$ cat src/rtl/led_mode_sequencer.sv
// Push-button mode sequencer driving three LEDs with tick-timed blink and chase patterns.
// Define LED_SEQ_DIM_EN to add the 25%-duty DIM mode after CHASE.
module led_mode_sequencer #(
  parameter int unsigned TICK_DIV = 5_000_000
) (
  input  logic       CLK,
  input  logic       RST,
  input  logic       PRESS,
  output logic       LED0,
  output logic       LED1,
  output logic       LED2,
  output logic [2:0] MODE
);

  localparam int unsigned CNT_W = 23;

  typedef enum logic [2:0] {
    S_OFF   = 3'd0,
    S_ON    = 3'd1,
    S_BLINK = 3'd2,
`ifdef LED_SEQ_DIM_EN
    S_CHASE = 3'd3,
    S_DIM   = 3'd4
`else
    S_CHASE = 3'd3
`endif
  } state_t;

  state_t           state;
  state_t           nxt_c;
  logic [CNT_W-1:0] tick_cnt;
  logic             tick_c;
  logic             blink_phase;
  logic [2:0]       chase;
  logic [2:0]       pat_c;
  logic [2:0]       led_q;
`ifdef LED_SEQ_DIM_EN
  logic [1:0]       pwm_cnt;
`endif

  assign tick_c = (tick_cnt == CNT_W'(TICK_DIV - 1));

  // Every PRESS cycle advances one state; unused encodings fall back to OFF.
  always_comb begin
    nxt_c = S_OFF;
    case (state)
      S_OFF:   nxt_c = PRESS ? S_ON    : S_OFF;
      S_ON:    nxt_c = PRESS ? S_BLINK : S_ON;
      S_BLINK: nxt_c = PRESS ? S_CHASE : S_BLINK;
`ifdef LED_SEQ_DIM_EN
      S_CHASE: nxt_c = PRESS ? S_DIM   : S_CHASE;
      S_DIM:   nxt_c = PRESS ? S_OFF   : S_DIM;
`else
      S_CHASE: nxt_c = PRESS ? S_OFF   : S_CHASE;
`endif
      default: nxt_c = S_OFF;
    endcase
  end

  // LED pattern for the current state, registered below.
  always_comb begin
    pat_c = 3'b000;
    case (state)
      S_ON:    pat_c = 3'b111;
      S_BLINK: pat_c = {3{blink_phase}};
      S_CHASE: pat_c = chase;
`ifdef LED_SEQ_DIM_EN
      S_DIM:   pat_c = {3{pwm_cnt == 2'd0}};
`endif
      default: pat_c = 3'b000;
    endcase
  end

  always_ff @(posedge CLK) begin
    if (RST) begin
      state       <= S_OFF;
      tick_cnt    <= '0;
      blink_phase <= 1'b1;
      chase       <= 3'b001;
      led_q       <= 3'b000;
`ifdef LED_SEQ_DIM_EN
      pwm_cnt     <= 2'd0;
`endif
    end else begin
      state <= nxt_c;
      led_q <= pat_c;
      // A state change restarts the prescaler and reloads entry patterns, discarding any tick.
      if (nxt_c != state) begin
        tick_cnt    <= '0;
        blink_phase <= 1'b1;
        chase       <= 3'b001;
      end else begin
        tick_cnt <= tick_c ? '0 : tick_cnt + CNT_W'(1);
        if (tick_c && state == S_BLINK) blink_phase <= ~blink_phase;
        if (tick_c && state == S_CHASE) chase <= {chase[1:0], chase[2]};
      end
`ifdef LED_SEQ_DIM_EN
      pwm_cnt <= (nxt_c == S_DIM && state != S_DIM) ? 2'd0 : pwm_cnt + 2'd1;
`endif
    end
  end

  assign MODE = state;
  assign LED0 = led_q[0];
  assign LED1 = led_q[1];
  assign LED2 = led_q[2];

endmodule

$ cat config.mk
export PLATFORM = sky130hd
export DESIGN_NAME = led_mode_sequencer
export DESIGN_NICKNAME = d
export VERILOG_FILES = /design/src/rtl/led_mode_sequencer.sv
export SDC_FILE = /design/constraint.sdc
export NUM_CORES = 1
export LEC_CHECK = 0
export ABC_AREA = 0
export BUFFER_PORTS_ARGS = -buffer_cell sky130_fd_sc_hd__buf_2
export CAP_MARGIN = 5
export CORE_AREA = 2 2 53 60
export DETAILED_ROUTE_END_ITERATION = 10
export DIE_AREA = 0 0 55 62
export GPL_TIMING_DRIVEN = 1
export PLACE_DENSITY_LB_ADDON = 0.3
export SLEW_MARGIN = 20
export SYNTH_ARGS = -nofsm -noshare
export SYNTH_HDL_FRONTEND = slang
export SYNTH_SLANG_ARGS = --single-unit
$ cat constraint.sdc
create_clock -name CLK -period 1.83 [get_ports CLK]
set_input_delay 0.0915 -clock CLK [delete_from_list [all_inputs] [get_ports CLK]]
set_output_delay 0.0915 -clock CLK [all_outputs]
set_load 0.05 [all_outputs]
==> flow_summary.ini, run 1 <==
[logic_synthesis]
synth_mux_area_frac = 0
synthAdderAreaFrac = 0.01721
synth_edf_count = 0
yosys.area.top_type = dfxtp_1
yosys-top-cells-area = dfxtp_1 44%, xnor2_1 5.4%, a21oi_1 5.2%, nor2_1 4.9%, o21ai_0 4.1%
ys_warn_count = 0
netlist-cell-type-count = 32
syn_inst = 171
synth.avg_cell_area_um2 = 8.502
netlist_area_um2 = 1454
synth_top_family_by_area = simple AND/OR/NAND/NOR gates
ys_seq_area_frac = 0.4406
synth.net_count = 176
ys_seq_elements = 32
synth.top_cell.area_share = 0.4406
yosys.area_share.simple = 0.3003
synthFlopType = dfxtp_1
async_flop_share = 0
synth_xor_area_frac = 0.07831
synth_compound_area_frac = 0.1291

[routing]
viasPerCell = 5.812
drtPass1Iterations = 5
via_count = 1389
drt-total-wl_mm = 3.340
drc = 0
routedWlPerCell_um = 13.97
ant_nets = 0
drtIter0Drc = 39

[pwr]
power.internal_mw = 0.9604
p_switching_mw = 0.3547
peakVddDrop_mv = 0.4530
power.total_mw = 1.315
powerDensity_nw_per_um2 = 714.1
p_seq_frac = 0.549
clkPwrFrac = 0.321
switching_share = 0.2697
p_leak_nw = 0.6400
power_frac_comb = 0.130

[floorplan]
fp.dieH_um = 62
start_util = 0.5030
rows = 21
coreArea_um2 = 2890
num_io_pins = 9
die_area_um2 = 3410
fp.dieW_um = 55

[clocking]
htreeDepth = 2
cts_buffer_depth = 2
cts_setup_buffers = 0
clock-sinks = 32
clk_latency_ns = 0.33
cts_made_buffers = 5
clkTransAtPathRegs_ns = 0.10
clockRootBuffer = clkbuf_4
cts_tree = yes

[global_route]
grt_max_degree = 24
grt_pass1_wl_mm = 5.106
gr-total-overflow = 0
antenna_found_initial = 0
track_usage = 0.2130
grt_pass1_vias = 1266

[flow_run]
cap_violations = 0

[sta]
rsz0062_at_grt = yes
fmax_mhz = 549.0
hold_viol_final = 0
min_period_ns = 1.822
skew_ns = 0.009077
slew_violations = 0
fin_crit_sh = 0.9954
final-setup-viol-count = 0

[layout]
final_cell_mix = 25 x dfxtp_1, 21 x buf_4, 19 x nor2_1
final_common_cell = dfxtp_1
syn_to_final_growth_pct = 26.68
drive_above_1_share = 0.2780
n_antenna_cell = 0
final_nets = 209
layout.cells.non_filler = 239
fin_util = 0.6372

[critical_path]
crit_type = reg -> reg
required_ns = 2.10
worst_ep_arrival_time_ns = 2.09
cp-start-kind = flip-flop
cp_slowest_stage_delay_ns = 0.57
crit_path_max_fanout = 5
path_cells = ha_4, inv_2, or4_4, or4b_1, a21oi_1
endpoint_kind = flip-flop
worst_path_max_delay_cell = or4_4

[placement]
dp_hpwl_mm = 2.336
io_buffers = 7
globalplace.congestion = 0.8728
place_inst = 229

[worst_hold_path]
hold_class = in -> reg

[status]
outcome = completed
[sequential cells by signal, summed over array words and instances, names as in the netlist]
signal	count
blink_phase	1
chase	3
led_q	3
tick_cnt	23
MODE	2
[what timing repair did]
item,CTS,global route
pin swaps,1,11
endpoints found under the hold margin,4,0
gates resized for setup,1,11
hold buffers,1,0
setup endpoints to repair,5,7
cloned,0,1
[worst max-delay path: cells and delay by family (launching register included)]
kind | cells | cell delay (ns)
and+or+nand+nor | 2 | 1.10
buffers and inverters | 1 | 0.04
AOI/OAI and AO/OA | 1 | 0.12
adders and majority gates | 1 | 0.14
DFF | 1 | 0.36
[layer usage]
layer	GRT usage	routed length [um]	up-vias
met4	0.1429	37	0
met1	0.2299	1391	674
li1	-	-	685
met5	0	0	-
met3	0.05024	117	4
met2	0.3656	1793	26
[through the flow]
step            TNS [ns]  hold slack (ns)  worst slack [ns]  instance area (um2)
2_1_floorplan          0           0.1534          0.006187                 1494
4_1_cts        -0.007132           0.1218         -0.007132                 1795
3_5_place_dp    -0.06051           0.3390          -0.05858                 1723
5_1_grt         -0.05702           0.1469          -0.04462                 1842
6_report               0           0.1105          0.008468                 1842
3_3_place_gp           0           0.3258           0.03782                 1723
[logic make-up after synthesis]
| group | Yosys count |
|---|---|
| adder cells (fa/ha/maj) | 2 |
| buffers and inverters | 11 |
| XOR/XNOR | 13 |
| flip-flops | 32 |
| AND/OR/NAND/NOR | 78 |
| AO/OA/AOI/OAI | 34 |
| other | 1 |
[synthesized netlist by cell type, drive strengths merged (2+ instances only)]
cell	n
dfxtp	32
nor2	19
a21oi	15
nand2	12
o21ai	12
nand3	9
xnor2	9
nand4	8
or3	6
or4	6
and4	4
clkbuf	4
inv	4
nor3	4
o31ai	4
xor2	4
and3	3
buf	3
ha	2
nor4	2
[layout make-up]
cell class                 instances  area (um2)
tap                               34       42.54
inverter                           4       15.01
sequential                        32       654.4
timing repair buffer              32       245.2
multi-input combinational        129       825.8
fill                             269        1049
clock buffer                       8       58.81
[path summary, 6_finish.rpt]
check | endpoint | cells after the start | slack (ns) | startpoint
hold / removal | MODE[1] | 4 | 0.11 | PRESS
hold reg to reg | tick_cnt[22] | 2 | 0.49 | tick_cnt[22]
setup reg to reg | tick_cnt[22] | 5 | 0.008 | tick_cnt[1]
setup / recovery | tick_cnt[22] | 5 | 0.008 | tick_cnt[1]
[power groups by stage]
| stage | Sequential [mW] | Combinational (mW) | Clock [mW] |
|---|---|---|---|
| final | 0.722 | 0.171 | 0.422 |
| after global routing | 0.725 | 0.186 | 0.451 |
| after CTS | 0.722 | 0.168 | 0.428 |
| after detailed placement | 0.738 | 0.166 | 0 |
| after global placement | 0.737 | 0.161 | 0 |
| after floorplan | 0.781 | 0.0656 | 0 |
No activity file was read; power rests on OpenSTA's default activity.
==> inputs of run 2 (changes only) <==
Settings changed: CORE_AREA 2 2 53 60 to 2 2 54 61, CTS_CLUSTER_SIZE set to 14, DIE_AREA 0 0 55 62 to 0 0 56 63.
==> run 2 against run 1 <==
Net effect:
- wire length shrank 5.2%
- cell count shrank 0.84%
- die area grew 3.5%
- hold slack lost 0.014 ns
- total power shrank 3.5%
- largest cell class unchanged
- critical path depth shrank 1
- non-clock buffer count shrank 1
- sequential power is essentially flat
- maximum frequency grew 0.49%
- flip-flop and latch count is the same
- largest power group unchanged
- utilization shrank 3.3 points
==> flow_summary.ini, run 2 (synthesis gave the netlist of run 1 again) <==
[status]
outcome = completed

[critical_path]
crit_type = reg -> reg
reg2reg_setup_slack_ns = 0.02
r2r-start = tick_cnt[3]
required_ns = 2.10
worst_ep_arrival_time_ns = 2.08
worst_path_max_delay_cell = or4_4
rr_endpoint = tick_cnt[20]
cp-start-kind = flip-flop
endpoint_kind = flip-flop
reg2regPathDepth = 4
crit_path_max_fanout = 12
path_cells = nand4_4, or4_4, or4_1, a21oi_1
cp_slowest_stage_delay_ns = 0.60
endpoint = tick_cnt[20]
startpoint = tick_cnt[3]

[routing]
via_count = 1365
drtIter0Drc = 32
drt-total-wl_mm = 3.165
viasPerCell = 5.759
drc = 0
ant_nets = 0
drtPass1Iterations = 4
routedWlPerCell_um = 13.35

[sta]
rsz0062_at_grt = yes
finalSetupTns_ns = 0
slew_violations = 0
worst_pin_slew_ns = 0.5064
final-setup-viol-count = 0
hold_viol_final = 0
fmax_mhz = 551.7
skew_ns = 0.01578
relSlewSlack = 0.6577
min_period_ns = 1.813
fin_crit_sh = 0.9905

[layout]
final_nets = 207
largest_reg_flops = 23
fin_util = 0.6046
final_cell_mix = 25 x dfxtp_1, 23 x buf_4, 19 x nor2_1
reg_top3 = tick_cnt x23, chase x3, led_q x3
final_common_cell = dfxtp_1
n_antenna_cell = 0
drive_above_1_share = 0.2463
top_register = tick_cnt
syn_to_final_growth_pct = 22.38
layout.cells.non_filler = 237

[placement]
io_buffers = 7
dp_hpwl_mm = 2.328
globalplace.congestion = 0.8343
place_inst = 227

[clocking]
cts_made_buffers = 5
clockRootBuffer = clkbuf_4
htreeDepth = 2
clkTransAtPathRegs_ns = 0.10
clk_latency_ns = 0.34
clock-sinks = 32
cts_buffer_depth = 2
cts_tree = yes

[global_route]
gr-total-overflow = 0
grt_pass1_vias = 1379
track_usage = 0.2057
grt_pass1_wl_mm = 5.740
antenna_found_initial = 0
grt_max_degree = 15

[pwr]
powerDensity_nw_per_um2 = 713.1
p_leak_nw = 0.6209
power.total_mw = 1.269
peakVddDrop_mv = 0.5802

[flow_run]
cap_violations = 0

[floorplan]
fp.dieH_um = 63
die_area_um2 = 3528
coreArea_um2 = 2943
num_io_pins = 9
start_util = 0.4940
rows = 21
fp.dieW_um = 56

[worst_hold_path]
hold_class = in -> reg
## run 2: cell types whose count changed in the layout (fill, tap and decap cells not counted), sizes merged
| cell | change |
|---|---|
| buf | -1 |
| clkbuf | -1 |
| clkinv | +1 |
| or4 | -1 |
## run 2: worst min-delay path by stage
stage	from	endpoint	slack, ns	cells past startpoint
finish	PRESS	MODE[1]	0.1	4
floorplan	RST	MODE[0]	0.15	1
global route	PRESS	MODE[1]	0.11	4
global placement	RST	MODE[0]	0.33	2
CTS	PRESS	MODE[1]	0.08	4
detailed placement	RST	MODE[0]	0.34	2
## run 2: area by class of cell
class,count,area [um2]
clock buffer,7,45.04
clock inverter,1,5.005
fill,270,1164
inverter,4,15.01
multi-input combinational,128,799.5
sequential,32,654.4
tap,34,42.54
timing repair buffer,31,217.7
## run 2: critical path: cells and delay by family, from the launching register on
kind	cells	cell delay [ns]
AOI/OAI and AO/OA	1	0.16
and+or+nand+nor	3	1.23
DFF	1	0.36
## run 2: metrics by stage
stage / worst slack [ns] / hold WS [ns] / instance area, um2
2_1_floorplan: 0.006187 / 0.1534 / 1494
3_5_place_dp: -0.06035 / 0.3409 / 1695
3_3_place_gp: -0.01565 / 0.3270 / 1695
4_1_cts: 0.009355 / 0.08460 / 1759
6_report: 0.01734 / 0.09616 / 1779
5_1_grt: -0.03995 / 0.1130 / 1779
## run 2: report_power, final
group | internal, mW | total, mW | switching (mW)
Clock | 0.149 | 0.378 | 0.229
Sequential | 0.712 | 0.723 | 0.0109
Combinational | 0.0567 | 0.168 | 0.111
Total | 0.918 | 1.27 | 0.351
## run 2: per-layer routing
metal,GRT usage,part of all wire,vias up
li1,-,-,683
met1,0.2268,0.43,647
met2,0.3544,0.50,27
met3,0.06418,0.040,8
met4,0.09821,0.026,0
met5,0,0,-
## run 2: repair_timing
item / 4_1_cts / 5_1_grt
buffers inserted: 0 / 1
setup endpoints to repair: 5 / 9
gates resized for setup: 1 / 3
cloned: 0 / 0
hold endpoints to repair: 5 / 0
pin swaps: 1 / 6
hold buffers: 1 / 0
